File: src/rtl/spi_pkg.sv
// Shared SPI pixel-link definitions: the FSM state type and the default word geometry.
// The receiver and the sender both import these so that they agree on word width and beat count.
package spi_pkg;

  localparam int SPI_DATA_WIDTH = 8;
  localparam int SPI_LINES      = 4;

  typedef enum logic [1:0] {
    ST_IDLE = 2'd0,
    ST_RECV = 2'd1,
    ST_DONE = 2'd2
  } spi_state_e;

  function automatic int spi_beats(input int data_width, input int lines);
    return data_width / lines;
  endfunction

endpackage

File: src/rtl/spi_sync.sv
// Multi-bit flop-chain synchronizer. Every bit uses the same depth, so bits that are sampled
// together leave the chain together. RESET_VAL sets the idle level of each bit.
module spi_sync #(
  parameter int               WIDTH     = 1,
  parameter int               DEPTH     = 2,
  parameter logic [WIDTH-1:0] RESET_VAL = '0
) (
  input  logic             i_clk,
  input  logic             i_rst_n,
  input  logic [WIDTH-1:0] i_async,
  output logic [WIDTH-1:0] o_sync
);

  logic [WIDTH-1:0] r_stage [DEPTH];

  always_ff @(posedge i_clk or negedge i_rst_n) begin
    if (!i_rst_n) begin
      for (int i = 0; i < DEPTH; i++) r_stage[i] <= RESET_VAL;
    end else begin
      r_stage[0] <= i_async;
      for (int i = 1; i < DEPTH; i++) r_stage[i] <= r_stage[i-1];
    end
  end

  assign o_sync = r_stage[DEPTH-1];

endmodule

File: src/rtl/spi_pixel_receiver.sv
// Receives one DATA_WIDTH pixel word per CS frame over LINES parallel CIPO lines, clocked by DCLK.
// Defining SPI_RX_ERR_CNT_EN adds err_count_out, a 16-bit saturating count of frame errors.
//
// state | meaning
// IDLE  | waiting for a CS fall; DCLK is ignored
// RECV  | shifting in one chunk per DCLK rise
// DONE  | word delivered; extra DCLK rises are overruns; waiting for CS rise
module spi_pixel_receiver
  import spi_pkg::*;
#(
  parameter int DATA_WIDTH  = SPI_DATA_WIDTH,
  parameter int LINES       = SPI_LINES,
  parameter int SYNC_STAGES = 2
) (
  input  logic                  clk_in,
  input  logic                  rst_n_in,
  input  logic [LINES-1:0]      chip_data_in,
  input  logic                  chip_clk_in,
  input  logic                  chip_sel_in,
  output logic [DATA_WIDTH-1:0] data_out,
  output logic                  data_valid_out,
  output logic                  frame_err_out,
  output logic                  busy_out
`ifdef SPI_RX_ERR_CNT_EN
  ,
  output logic [15:0]           err_count_out
`endif
);

  localparam int BEATS = spi_beats(DATA_WIDTH, LINES);
  localparam int BW    = (BEATS > 1) ? $clog2(BEATS) : 1;
  localparam int AW    = $clog2(SYNC_STAGES + 1);
  localparam logic [BW-1:0] LAST_BEAT = BW'(BEATS - 1);

  logic [LINES+1:0]      w_sync_in;
  logic [LINES+1:0]      w_sync_out;
  logic                  w_cs_s;
  logic                  w_clk_s;
  logic [LINES-1:0]      w_data_s;

  logic                  r_cs_prev;
  logic                  r_clk_prev;
  logic [AW-1:0]         r_arm_cnt;
  logic                  r_armed;
  logic                  w_clk_rise;
  logic                  w_cs_rise;
  logic                  w_cs_fall;

  spi_state_e            r_state;
  spi_state_e            w_state_nxt;

  logic                  w_clear;
  logic                  w_shift;
  logic                  w_load;
  logic                  w_err;

  logic [DATA_WIDTH-1:0] r_shift;
  logic [DATA_WIDTH-1:0] w_shift_nxt;
  logic [BW-1:0]         r_beat;
  logic [DATA_WIDTH-1:0] r_data;
  logic                  r_valid;
  logic                  r_err;

  assign w_sync_in = {chip_sel_in, chip_clk_in, chip_data_in};

  spi_sync #(
    .WIDTH     (LINES + 2),
    .DEPTH     (SYNC_STAGES),
    .RESET_VAL ({1'b1, 1'b0, {LINES{1'b0}}})
  ) u_sync (
    .i_clk   (clk_in),
    .i_rst_n (rst_n_in),
    .i_async (w_sync_in),
    .o_sync  (w_sync_out)
  );

  assign w_cs_s   = w_sync_out[LINES+1];
  assign w_clk_s  = w_sync_out[LINES];
  assign w_data_s = w_sync_out[LINES-1:0];

  // A CS held low across reset release looks like a fall once the chain flushes;
  // only accept falls after a settled CS-high has been observed.
  always_ff @(posedge clk_in or negedge rst_n_in) begin
    if (!rst_n_in) begin
      r_cs_prev  <= 1'b1;
      r_clk_prev <= 1'b0;
      r_arm_cnt  <= AW'(SYNC_STAGES);
      r_armed    <= 1'b0;
    end else begin
      r_cs_prev  <= w_cs_s;
      r_clk_prev <= w_clk_s;
      if (r_arm_cnt != '0) r_arm_cnt <= r_arm_cnt - AW'(1);
      else if (w_cs_s)     r_armed   <= 1'b1;
    end
  end

  assign w_clk_rise = w_clk_s & ~r_clk_prev;
  assign w_cs_rise  = w_cs_s & ~r_cs_prev;
  assign w_cs_fall  = ~w_cs_s & r_cs_prev & r_armed;

  always_ff @(posedge clk_in or negedge rst_n_in) begin
    if (!rst_n_in) r_state <= ST_IDLE;
    else           r_state <= w_state_nxt;
  end

  always_comb begin
    w_state_nxt = r_state;
    case (r_state)
      ST_IDLE: if (w_cs_fall) w_state_nxt = ST_RECV;
      ST_RECV: begin
        if (w_cs_rise)                                w_state_nxt = ST_IDLE;
        else if (w_clk_rise && (r_beat == LAST_BEAT)) w_state_nxt = ST_DONE;
      end
      ST_DONE: if (w_cs_rise) w_state_nxt = ST_IDLE;
      default: w_state_nxt = ST_IDLE;
    endcase
  end

  always_comb begin
    w_clear  = 1'b0;
    w_shift  = 1'b0;
    w_load   = 1'b0;
    w_err    = 1'b0;
    busy_out = 1'b0;
    case (r_state)
      ST_IDLE: w_clear = w_cs_fall;
      ST_RECV: begin
        busy_out = 1'b1;
        if (w_cs_rise) begin
          w_err = 1'b1;
        end else if (w_clk_rise) begin
          w_shift = 1'b1;
          w_load  = (r_beat == LAST_BEAT);
        end
      end
      ST_DONE: begin
        busy_out = 1'b1;
        w_err    = w_clk_rise & ~w_cs_rise;
      end
      default: ;
    endcase
  end

  assign w_shift_nxt = DATA_WIDTH'({r_shift, w_data_s});

  always_ff @(posedge clk_in or negedge rst_n_in) begin
    if (!rst_n_in) begin
      r_shift <= '0;
      r_beat  <= '0;
      r_data  <= '0;
      r_valid <= 1'b0;
      r_err   <= 1'b0;
    end else begin
      r_valid <= w_load;
      r_err   <= w_err;
      if (w_clear) begin
        r_shift <= '0;
        r_beat  <= '0;
      end else if (w_shift) begin
        r_shift <= w_shift_nxt;
        r_beat  <= r_beat + BW'(1);
      end
      if (w_load) r_data <= w_shift_nxt;
    end
  end

  assign data_out       = r_data;
  assign data_valid_out = r_valid;
  assign frame_err_out  = r_err;

`ifdef SPI_RX_ERR_CNT_EN
  logic [15:0] r_err_cnt;

  always_ff @(posedge clk_in or negedge rst_n_in) begin
    if (!rst_n_in)                          r_err_cnt <= '0;
    else if (w_err && (r_err_cnt != '1))    r_err_cnt <= r_err_cnt + 16'd1;
  end

  assign err_count_out = r_err_cnt;
`endif

endmodule

File: config.mk
export PLATFORM = sky130hd
export DESIGN_NAME = spi_pixel_receiver
export DESIGN_NICKNAME = d
export VERILOG_FILES = /design/src/rtl/spi_pkg.sv /design/src/rtl/spi_sync.sv /design/src/rtl/spi_pixel_receiver.sv
export SDC_FILE = /design/constraint.sdc
export NUM_CORES = 1
export LEC_CHECK = 0
export CORE_MARGIN = 10
export CORE_UTILIZATION = 52
export CTS_CLUSTER_DIAMETER = 200
export CTS_CLUSTER_SIZE = 10
export DETAILED_ROUTE_END_ITERATION = 8
export PLACE_DENSITY_LB_ADDON = 0.2
export SLEW_MARGIN = 5
export SYNTH_ARGS = -nofsm -noshare
export SYNTH_HDL_FRONTEND = slang
export SYNTH_SLANG_ARGS = --single-unit
File: constraint.sdc
create_clock -name clk_in -period 1.9 [get_ports clk_in]
set_input_delay 0.19 -clock clk_in [delete_from_list [all_inputs] [get_ports clk_in]]
set_output_delay 0.19 -clock clk_in [all_outputs]
set_load 0.02 [all_outputs]
# Word level (Yosys, flattened, before mapping)
# Cells that the tools add are included.
# word_totals
register_bits	34
in_bits	8
out_inout_bits	11
# classes
addsub	2
eq_ne	5
n_mux	19
bitwise_logic	10
n_reduce_logical	7
# op_table
cell	n
1-bit two-way mux	11
2-bit two-way mux	4
4-bit two-way mux	2
2-bit one-hot mux with 3 select lines	1
1-bit bitwise AND	5
1-bit NOT	5
2-bit != test, second input constant	2
2-bit nonzero test	2
3-bit != test, second input constant	1
3-bit AND reduction	1
2-bit by 1-bit equality test with 1-bit output, second input constant	1
2-bit equality test, second input constant	1
2-bit zero test	1
1-bit one-hot mux with 2 select lines	1
2-bit AND reduction	1
2-bit OR reduction	1
2-bit by 1-bit subtractor with 2-bit output, second input constant	1
1-bit adder, second input constant	1
1-bit logical AND	1

# Longest topological paths before layout
# Gate-level depths: netlist of run 1.
# depth
ltp_word	7
depth_mapped	5
ltp_nobuf	5

# Modules after synthesis
# From an unflattened synthesis of run 1, not the netlist that was laid out.
# hier_totals
cells_unflattened	91
area_unflattened_um2	1335.0
# modules_own_cells
module	instances	cells_each	area_each_um2	seq_area_each_um2
spi_pixel_receiver	1	73	987.2	553.0
spi_sync	1	18	347.8	302.8

# Worst setup path after synthesis of run 1
# Ideal clock, no wire load.
# synth_path
kind	register -> register
from	register r_state[0]
to	register r_state[0]
setup_time_ps	125
t_arrival_ps	1354
setup_slack_ps	421
path_stages_with_launch	6
path_cell_list	dfrtp_1 > inv_1 > ha_1 > nor3_1 > o22ai_2 > mux2_4
# synth_via
elab_chain_cells	3
word_cells_on_any_way	8
# synth_rtl
item	line_no	rtl
start, declared	spi_pixel_receiver.sv:49	spi_state_e r_state;
start signal, assigned	spi_pixel_receiver.sv:103	else r_state <= w_state_nxt;
2-bit by 1-bit equality test with 1-bit output (tied with other cells)	spi_pixel_receiver.sv:108	case (r_state)
3-bit != test (no source line) or 2-bit != test (tied branches)	n/a	
3-bit AND reduction (no source line)	n/a	
# Several ways; a longest one is shown, not always the timed one.
# A chain may end at the register's enable or synchronous reset.

# Final worst setup path of run 1
# layout_path
from	register r_state[0]
to	output port busy_out
# layout_via
elab_chain_cells	3
word_cells_on_any_way	4
# layout_rtl
item	line_no	rtl
2-bit by 1-bit equality test with 1-bit output or 2-bit equality test (tied branches)	spi_pixel_receiver.sv:125	case (r_state)
2-bit OR reduction (no source line) (*)	n/a	
1-bit two-way mux (*)	spi_pixel_receiver.sv:125	
end, declared	spi_pixel_receiver.sv:23	output logic busy_out
# Every way passes the cells marked *; elsewhere a longest branch is shown, timed or not.

==> flow_summary.ini, run 1 <==
[run_status]
status = finished, final reports clean

[clock_tree]
root_buffer = clkbuf_4
insertion_delay_ps = 330
clk_pin_slew_ps = 100
clock_sinks = 34
postCtsHoldBufs = 0
cts_setup_buffers = 0
clockBufferDepth = 2
cts_tree = built
htreeDepth = 2
cts_resized = 1
cts_buffers = 5

[timing]
hold_viol = 0
whs_ps = 248
setup_viol = 0
slew_viol_final = 0
rsz0062_at_grt = false
finalCritPeriodShare_pct = 85.5
tightest_slew_ps = 404
fmax_mhz = 616
finClkSkew_ps = 15.6
period_needed_ps = 1620
slew_headroom_pct = 73.1
setup_tns_ps = 0

[critical_path]
reg2reg_to = r_state[0]$_DFFE_PN0P_
crit_family = buffers and inverters
path_cells = inv_1 -> ha_1 -> dlygate4sd2_1
critical_path_class = register to output port
timing.critical_path.buf_inv = 2
worstReg2RegStart = r_cs_prev$_DFF_PN1_
arrival_ps = 1430
cp_slowest_cell = dfrtp_1
required_ps = 1710
path_max_fanout = 3
r2r_setup_slack_ps = 280
reg2reg_depth = 4
cp-end-kind = output port
start_kind = register
slowest_delay_ps = 390

[placement]
postPlaceCellArea_um2 = 1510
portBuffers = 18
dpl.hpwl_um = 1470
place.gp.congestion = 0.747

[logic_synthesis]
ys_top_cells_by_area = dfrtp_1 (58%), dfstp_2 (8.1%), mux2_2 (7.0%)
syn_inst = 85
synth_top_area_share_pct = 58.1
syn_area_um2 = 1290
yosysSeqAreaShare_pct = 66.2
syn_area_per_cell_um2 = 15.2
ys_types = 27
synth_seq_cells = 34
yosysTopAreaCell = dfrtp_1
synth_fp_nets = 98
ys_warn_count = 0

[global_routing]
antenna_found_initial = 0
grt_max_degree = 35
grt_pass1_vias = 800
grt_overflow = 0
grt_util_all_layers_pct = 8.71
grt_first_pass_wirelength_um = 3450

[power_and_ir_drop]
powerDensity_nw_per_um2 = 1390
clockPowerShare_pct = 18.4
switching_share_pct = 32.1
p_sw_w = 0.000697
ir_worst_vdd_mv = 0.817
pwr-share-comb_pct = 36.1
finalPower_w = 0.00217
p_leak_nw = 0.750
power_frac_seq_pct = 45.6
cell_internal_pwr_w = 0.00148

[routing]
drt_iter0_drc = 19
wl_per_cell_um = 13.6
vias_per_cell = 4.92
ant_nets = 0
drc = 0
via_count = 694
wirelength_um = 1920
drt_first_pass_iters = 3

[layout]
final_area_um2 = 1570
num_antenna_cells = 0
multi_input_area_um2 = 403
ff_latch_area_um2 = 856
drive_above_1_share_pct = 25.2
n_fill_cell = 207
post-route-util_pct = 64.4
syn_to_final_growth_pct = 21.1
num-nets-final = 123

[floorplanning]
dieArea_um2 = 4880
core.rowCount = 18
ios = 19
die_w_um = 69.9
die_h_um = 69.9
core_um2 = 2430
start_util_pct = 53.1

[hold_path]
min_path_type = primary input to async pin

[job]
max-cap-violations = 0
-- worst max-delay path by stage --
stage | from | to | slack [ps] | depth (start not counted)
floorplan | r_state[0]$_DFFE_PN0P_ | r_state[0]$_DFFE_PN0P_ | 420 | 5
global placement | r_cs_prev$_DFF_PN1_ | r_state[0]$_DFFE_PN0P_ | 340 | 4
detailed placement | r_cs_prev$_DFF_PN1_ | r_state[0]$_DFFE_PN0P_ | 290 | 4
CTS | r_state[0]$_DFFE_PN0P_ | busy_out | 250 | 3
global route | r_state[0]$_DFFE_PN0P_ | r_state[0]$_DFFE_PN0P_ | 170 | 5
finish | r_state[0]$_DFFE_PN0P_ | busy_out | 280 | 3
-- logic make-up after synthesis --
group / Yosys count / share of synthesized area [%]
xor gates and xnor gates: 2 / 1.36
and+or+nand+nor: 16 / 8.42
AOI/OAI and AO/OA: 7 / 4.55
buffers and inverters: 7 / 2.61
muxes: 14 / 12.0
adders and majority gates: 5 / 4.84
DFF: 34 / 66.2
-- per-stage QoR --
| step | std cells | worst slack, ps |
|---|---|---|
| after floorplan | 85 | 421 |
| after detailed placement | 133 | 287 |
| after global routing | 141 | 172 |
| final | 141 | 276 |
| after global placement | 133 | 339 |
| after CTS | 141 | 249 |
-- layer usage --
layer / global-route usage (%) / wire [um] / up-vias
li1: - / - / 337
met1: 8.77 / 802 / 332
met2: 14.3 / 914 / 18
met3: 4.10 / 145 / 7
met4: 5.26 / 56 / 0
met5: 0 / 0 / -
-- power by group through the flow --
stage               combinational (W)  sequential (W)  clock [W]
finish                       0.000784        0.000990   0.000399
global route                 0.000854         0.00102   0.000450
CTS                          0.000803        0.000996   0.000415
detailed placement           0.000811         0.00101          0
global placement             0.000781        0.000999          0
floorplan                    0.000386         0.00110          0
-- placed cells by master (no fill, tap or decap), types with 2 or more instances in the layout --
cell type         n
clkbuf_4          5
o21ai_0           2
dfrtp_1          30
dfstp_2           4
ha_1              5
clkdlybuf4s50_1  17
mux2i_1           5
nor2_1            5
inv_1             6
nand2_1           2
mux2_2            8
-- synth_stat cells, drive strengths merged --
master and number:
xnor2 1, and4b 1, nand3 3, ha 5, mux2 9, dfrtp 30, inv 6, nand2b 1
nand2 2, a21oi 2, nor2 5, dfstp 4, xor2 1, nor2b 1, and2 2, o21a 1
o21ai 2, o22ai 1, nor3 1, a21o 1, mux2i 5, buf 1
-- final cells by class --
class / count / area share [%]
flip-flops and latches: 34 / 54.7
well taps: 30 / 2.40
inverters: 6 / 1.44
clock inverters: 1 / 0.320
repair buffers: 19 / 11.9
clock buffers: 7 / 3.52
multi-input cells: 44 / 25.7
-- state kept, by name (all words and copies together), names as in the netlist --
register        flops
data_out            8
data_valid_out      1
frame_err_out       1
r_arm_cnt           2
r_armed             1
r_beat              1
r_clk_prev          1
r_cs_prev           1
r_shift             4
r_state             2
u_sync.o_sync       6
u_sync.r_stage      6
Power figures use the tool's default switching activity.
==> run 2: changes to the inputs <==
CORE_MARGIN = not set   (was 10)
==> run 2 against run 1 <==
Net effect: wire length fell by 8.7%; final area grew 0.32%; non-clock buffer count stayed put; sequential power is essentially flat; critical path type is now register to register; hold slack worse by 3.4 ps; clock-buffer cell count down 1; critical endpoint is now r_state[0]$_DFFE_PN0P_; worst setup slack worse by 14 ps.
==> flow_summary.ini, run 2 (synthesized netlist as in run 1, its figures left out) <==
[clock_tree]
cts_buffers = 5
insertion_delay_ps = 330
root_buffer = clkbuf_4
clock_sinks = 34
htreeDepth = 2
cts_setup_buffers = 0
clockBufferDepth = 2
clk_pin_slew_ps = 100
cts_tree = built
postCtsHoldBufs = 0

[routing]
drc = 0
wl_per_cell_um = 12.6
wirelength_um = 1750
via_count = 690
drt_iter0_drc = 4
vias_per_cell = 4.96
drt_first_pass_iters = 4
ant_nets = 0

[placement]
postPlaceCellArea_um2 = 1500
dpl.hpwl_um = 1220
place.gp.congestion = 0.791
portBuffers = 18

[timing]
hold_viol = 0
finalCritPeriodShare_pct = 86.2
rsz0062_at_grt = false
slew_headroom_pct = 73.1
fmax_mhz = 611
tightest_slew_ps = 403
setup_tns_ps = 0
setup_viol = 0
whs_ps = 245
period_needed_ps = 1640
slew_viol_final = 0
finClkSkew_ps = 7.57

[power_and_ir_drop]
ir_worst_vdd_mv = 0.883
p_leak_nw = 0.757
powerDensity_nw_per_um2 = 1390

[layout]
num-nets-final = 123
multi_input_area_um2 = 403
final_area_um2 = 1570
final_common_cell = dfrtp_1
n_fill_cell = 154
final_cell_mix = dfrtp_1 (30), clkdlybuf4s50_1 (17), mux2_2 (8)
ff_latch_area_um2 = 856
num_antenna_cells = 0
drive_above_1_share_pct = 26.1
syn_to_final_growth_pct = 21.5
largest_reg_flops = 8

[global_routing]
grt_overflow = 0
antenna_found_initial = 0
grt_util_all_layers_pct = 16.5
grt_pass1_vias = 669
grt_max_degree = 35
grt_first_pass_wirelength_um = 2950

[job]
max-cap-violations = 0

[critical_path]
r2r_setup_slack_ps = 260
worstSetupEndpoint = r_state[0]$_DFFE_PN0P_
path_max_fanout = 3
reg2reg_to = r_state[0]$_DFFE_PN0P_
arrival_ps = 1860
worstReg2RegStart = r_state[0]$_DFFE_PN0P_
start_kind = register
crit_start = r_state[0]$_DFFE_PN0P_
critical_path_class = register to register
reg2reg_depth = 5
required_ps = 2120
cp-end-kind = register

[floorplanning]
core_um2 = 2280
ios = 19
die_w_um = 51.9
die_h_um = 51.9
start_util_pct = 56.8
dieArea_um2 = 2690
core.rowCount = 17

[run_status]
status = finished, final reports clean

[hold_path]
min_path_type = primary input to async pin
==> run 2: cell count changes in the layout (fill, tap and decap cells not counted), sizes merged <==
| cell | change |
|---|---|
| dlygate4sd2 | -1 |
| dlymetal6s2s | +1 |
| clkbuf | -1 |
| clkinvlp | +1 |
==> run 2: critical path, cell delays in order (launching register included) <==
cell	delay (ps)
dfrtp_1	390
inv_1	90
ha_1	260
nor3_1	370
o22ai_2	130
mux2_4	310
==> run 2: how the worst min path moves through the flow <==
stage	to	slack, ps	cells after the start
floorplan	data_out[0]$_DFFE_PN0P_	-110	0
global placement	u_sync.o_sync[1]$_DFF_PN0_	330	0
detailed placement	u_sync.o_sync[0]$_DFF_PN0_	330	0
CTS	data_out[1]$_DFFE_PN0P_	250	2
global route	u_sync.r_stage[11]$_DFF_PN1_	250	1
finish	r_state[0]$_DFFE_PN0P_	240	2
==> run 2: area by class of cell <==
| cell class | count | area share (%) |
|---|---|---|
| Sequential cell | 34 | 54.5 |
| Multi-Input combinational cell | 44 | 25.7 |
| Timing Repair Buffer | 19 | 12.1 |
| Clock buffer | 6 | 3.27 |
| Tap cell | 28 | 2.23 |
| Inverter | 6 | 1.43 |
| Clock inverter | 2 | 0.797 |
==> run 2: what timing repair did <==
item,in CTS,in global routing
endpoints found under the hold margin,0,0
gates resized for setup,0,1
setup endpoints to repair,0,1
==> run 2: where the power goes <==
part	switching (W)	internal (W)
logic	0.000381	0.000405
clock network	0.000235	0.000178
registers	0.0000863	0.000900
total	0.000702	0.00148
==> run 2: per-layer routing <==
metal  GRT usage [%]  up-vias  share of wire, %
met5               0        -                 0
li1                -      331                 -
met4            13.5        0               2.9
met2            23.5       23                45
met3            6.14        4               5.6
met1            19.8      332                46
==> run 2: through the flow <==
step                setup WS [ps]  utilization (%)  instances  total power [W]
global placement              339             66.1        131          0.00177
floorplan                     421                -         85          0.00149
detailed placement            265             66.1        131          0.00180
global route                  170             69.0        139          0.00231
finish                        262             69.0        139          0.00218
CTS                          5.37             68.9        139          0.00221
==> run 3: changes to the inputs <==
SLEW_MARGIN = not set   (was 5)
==> results of run 3 <==
Same layout as run 2: the final DEF is identical, and so are final timing and power.
